File: src/rtl/data_register_pkg.sv
// data_register_pkg: project-wide datapath constants shared by the storage registers
package data_register_pkg;
  localparam int DATAWIDTH_DEFAULT = 8;
endpackage

File: src/rtl/data_register_reg_bit_cell.sv
// reg_bit_cell: one storage bit with load enable, hold mux and async preset/clear
module reg_bit_cell #(
  parameter logic RESET_BIT = 1'b0
) (
  input  logic clk,
  input  logic rst,
  input  logic enb_i,
  input  logic d_i,
  output logic q_o
);
  logic bit_d, bit_q;
  // take new data when enabled, otherwise recirculate the stored bit
  always_comb bit_d = enb_i ? d_i : bit_q;
  // storage flop; reset forces the per-bit reset value without waiting for clk
  always_ff @(posedge clk or posedge rst)
    if (rst) bit_q <= RESET_BIT;
    else     bit_q <= bit_d;
  assign q_o = bit_q;
endmodule

File: src/rtl/data_register.sv
// data_register: parallel-load register built from independent bit cells
module data_register
  import data_register_pkg::*;
#(
  parameter int                  DATASIZE = DATAWIDTH_DEFAULT,
  parameter logic [DATASIZE-1:0] RESETVAL = '0
) (
  input  logic                clk,
  input  logic                rst,
  input  logic                enb,
  input  logic [DATASIZE-1:0] data_in,
  output logic [DATASIZE-1:0] data_out
);
  for (genvar i = 0; i < DATASIZE; i++) begin : g_bit
    reg_bit_cell #(.RESET_BIT(RESETVAL[i])) u_cell (
      .clk  (clk),
      .rst  (rst),
      .enb_i(enb),
      .d_i  (data_in[i]),
      .q_o  (data_out[i])
    );
  end
endmodule

File: config.mk
export PLATFORM = sky130hd
export DESIGN_NAME = data_register
export DESIGN_NICKNAME = d
export VERILOG_FILES = /design/src/rtl/data_register_pkg.sv /design/src/rtl/data_register_reg_bit_cell.sv /design/src/rtl/data_register.sv
export SDC_FILE = /design/constraint.sdc
export NUM_CORES = 1
export LEC_CHECK = 0
export CORE_AREA = 2 2 39 41
export CTS_BUF_LIST = sky130_fd_sc_hd__clkbuf_4
export DETAILED_ROUTE_END_ITERATION = 16
export DIE_AREA = 0 0 41 43
export SYNTH_ARGS = -nofsm -noshare
export SYNTH_HDL_FRONTEND = slang
export SYNTH_SLANG_ARGS = --single-unit
File: constraint.sdc
create_clock -name clk -period 2.25 [get_ports clk]
set_clock_uncertainty 0.2 [all_clocks]
set_input_delay 0.3375 -clock clk [delete_from_list [all_inputs] [get_ports clk]]
set_output_delay 0.3375 -clock clk [all_outputs]
set_load 0.01 [all_outputs]
# [Word-level counts from Yosys, hierarchy flattened]
# Cells that the tools add are included.
[word_totals] register_bits=8 inputBits=11 out_inout_bits=8 wordCells=8

# [Longest topological paths before layout]
[logic_depth] word_depth=0 mapped_depth=2 ltp_nobuf=1

# [Cells and area by module]
# From an unflattened synthesis, not the netlist that was laid out.
[hier_totals] cells_unflattened=24 area_unflattened_um2=350.3
[modules_own_cells] mod="reg_bit_cell" n_inst=8 cells_per_inst=3 area_per_inst_um2=43.8 seq_area_each_um2=25.0

# [Least setup slack after synthesis]
# OpenSTA, ideal clock, no wires.
[synth_path] path_kind="input to register" from="in enb" to="reg g_bit[0].u_cell.bit_q" setup_ns=0.125 t_arrival_ns=0.754 required_time_ns=1.925 path_slack_ns=1.170 stages=2 n_path_buf=1 path_cell_list="buf_6 > mux2_4"
[synth_rtl] item="start, declared" line="data_register.sv:10" source="input logic enb,"
[synth_rtl] item="end signal, assigned" line="data_register_reg_bit_cell.sv:17" source="else bit_q <= bit_d;"
[synth_rtl] item="end, declared" line="data_register_reg_bit_cell.sv:11" source="logic bit_d, bit_q;"
# No word-level cell between the ends.

# [Worst setup path after layout]
[layout_path] from="reg g_bit[1].u_cell.bit_q" to="out data_out[1]"
[layout_rtl] item="start, declared" line="data_register_reg_bit_cell.sv:11"
[layout_rtl] item="start signal, assigned" line="data_register_reg_bit_cell.sv:17"
[layout_rtl] item="end, declared" line="data_register.sv:12" source="output logic [DATASIZE-1:0] data_out"
# No word-level cell between the ends.

==> results.py <==
metrics = {
    "yosys": {
        "syn_avg_cell_area_um2": 15.2,
        "syn-cell-area_um2": 395,
        "synth_cell_type_count": 5,
        "synthArstFlopShare": 1.00,
        "yosys_register_bits": 8,
        "synth-seq-area-share": 0.506,
        "yosysWarningCount": 0,
        "yosys-top-cells-area": "dfrtp_1, mux2_4, buf_4",
        "synth_edf_count": 0,
        "synthFlopType": "dfrtp_1",
        "synth_commonest_cells": "buf_4, dfrtp_1, mux2_4, buf_6, inv_1",
        "synth_nets": 37,
        "netlist.area_leader.share": 0.506,
        "yosysTopAreaCell": "dfrtp_1",
        "syn_inst": 26,
    },
    "drt": {
        "firstDrtPassIters": 1,
        "via_per_inst": 4.15,
        "drc_errors": 0,
        "finalWirelength_um": 654,
        "first_iter_violations": 0,
        "detail_route.wl_per_cell_um": 12.1,
        "ant_nets": 0,
        "num_vias": 224,
    },
    "sta": {
        "rsz0062_at_grt": "false",
        "hold_ws_ps": 139,
        "max_freq_mhz": 596,
        "finalWorstSetupSlack_ps": 573,
        "finalSetupViolations": 0,
        "period_needed_ps": 1680,
        "slew_viol_final": 0,
        "finalHoldViolCount": 0,
        "fin_tns_setup_ps": 0,
        "tightest_slew_ps": 548,
        "slew_headroom": 0.634,
        "post-route-period-util": 0.745,
    },
    "finish": {
        "layout.nets": 51,
        "syn2layout_area_growth_pct": 38.3,
        "antenna_cells": 0,
        "post-route-util": 0.395,
        "largest_reg_flops": 8,
        "drive_gt1_frac": 0.289,
    },
    "cts": {
        "clockRootBuffer": "clkbuf_4",
        "cts.path.max_buffers": 2,
        "cts_tree": "yes",
        "h-tree-depth": 1,
        "clkLatencyLatePin_ps": 250,
        "clk_pin_slew_worst_paths_ps": 50,
        "ctsHoldBuffers": 0,
        "clock_sinks": 8,
        "cts_buffers": 3,
        "cts_setup_buffers": 0,
        "cts_resized": 0,
    },
    "worst_setup_path": {
        "worstSetupPathType": "reg2out",
        "critical_path.max_fanout": 2,
        "cp_num_buf_inv": 1,
        "r2r_slack_ps": 1290,
        "critPathTopFamily": "buffers and inverters",
        "crit_arrival_ps": 1140,
        "cpPeakStageDelay_ps": 540,
        "cp.required_ps": 1710,
        "crit_slowest_cell": "clkdlybuf4s50_1",
        "end_kind": "primary output",
        "path_cells": "clkdlybuf4s50_1",
        "startpoint_type": "register",
    },
    "run": {
        "cap_violations": 0,
    },
    "die": {
        "fp.dieW_um": 41,
        "core-area_um2": 1380,
        "fp.dieArea_um2": 1760,
        "initial_core_util": 0.286,
        "pin_count": 19,
        "rows": 14,
        "die_y_um": 43,
    },
    "place": {
        "hpwl_um": 503,
        "port_buffers": 18,
        "dpl_worst_slack_ps": 410,
        "gp_congestion": 0.600,
    },
    "grt": {
        "gr-total-overflow": 0,
        "grt_usage": 0.0931,
        "grt_max_degree": 9,
        "grt_pass1_vias": 260,
        "antenna_found_initial": 0,
        "grt_pass1_wl_um": 1080,
    },
    "power_and_ir_drop": {
        "power_uw": 358,
        "vdd_ir_drop_max_mv": 0.273,
        "power-per-cell-area_nw_per_um2": 654,
        "p_leak_nw": 0.249,
    },
    "run_status": {
        "status": "finished clean",
    },
    "min_path": {
        "min_path_type": "in2async",
    },
}
==> cells by family (layout without fill, tap and decap cells) <==
| group | after synthesis | in the layout | synth area share |
|---|---|---|---|
| flip-flops | 8 | 8 | 0.506 |
| buffers and inverters | 10 | 22 | 0.190 |
| multiplexers | 8 | 8 | 0.304 |
==> layout by cell type, fill, tap and decap left out <==
| cell | synthesis | final |
|---|---|---|
| mux2_4 | 8 | 8 |
| dfrtp_1 | 8 | 8 |
| clkdlybuf4s50_1 | 0 | 18 |
| clkbuf_4 | 0 | 3 |
| inv_1 | 1 | 1 |
==> metal layers <==
metal	share of wire	GRT usage
met1	0.41	0.0990
met2	0.50	0.147
met3	0.092	0.0471
met4	0	0.0400
met5	0	0
==> worst paths after layout <==
path,end,depth (start not counted),from
max in group asynchronous,g_bit[7].u_cell.q_o$_DFFE_PP0P_,2,rst
worst max-delay path,data_out[1],1,g_bit[1].u_cell.q_o$_DFFE_PP0P_
worst max register to register,g_bit[1].u_cell.q_o$_DFFE_PP0P_,1,g_bit[1].u_cell.q_o$_DFFE_PP0P_
min in group clk,g_bit[3].u_cell.q_o$_DFFE_PP0P_,1,g_bit[3].u_cell.q_o$_DFFE_PP0P_
worst min register to register,g_bit[3].u_cell.q_o$_DFFE_PP0P_,1,g_bit[3].u_cell.q_o$_DFFE_PP0P_
worst min-delay path,g_bit[5].u_cell.q_o$_DFFE_PP0P_,2,rst
==> where the power goes <==
part | switching, mW | total [mW] | internal, mW | leakage, nW
registers | 0.00779 | 0.166 | 0.159 | 0.0935
logic | 0.0250 | 0.0853 | 0.0604 | 0.141
clock network | 0.0453 | 0.106 | 0.0608 | 0.0138
==> layout make-up <==
cell class / instances / area, um2
fill: 135 / 837
sequential: 8 / 200
timing repair buffer: 18 / 180
multi-input combinational: 8 / 120
clock buffer: 3 / 22.5
tap: 16 / 20.0
inverter: 1 / 3.75
==> metrics by stage <==
step | cells | area (um2)
2_1_floorplan | 26 | 395
3_5_place_dp | 51 | 524
5_1_grt | 54 | 547
3_3_place_gp | 51 | 524
6_report | 54 | 547
4_1_cts | 54 | 547
(Power assumes the default switching activity.)
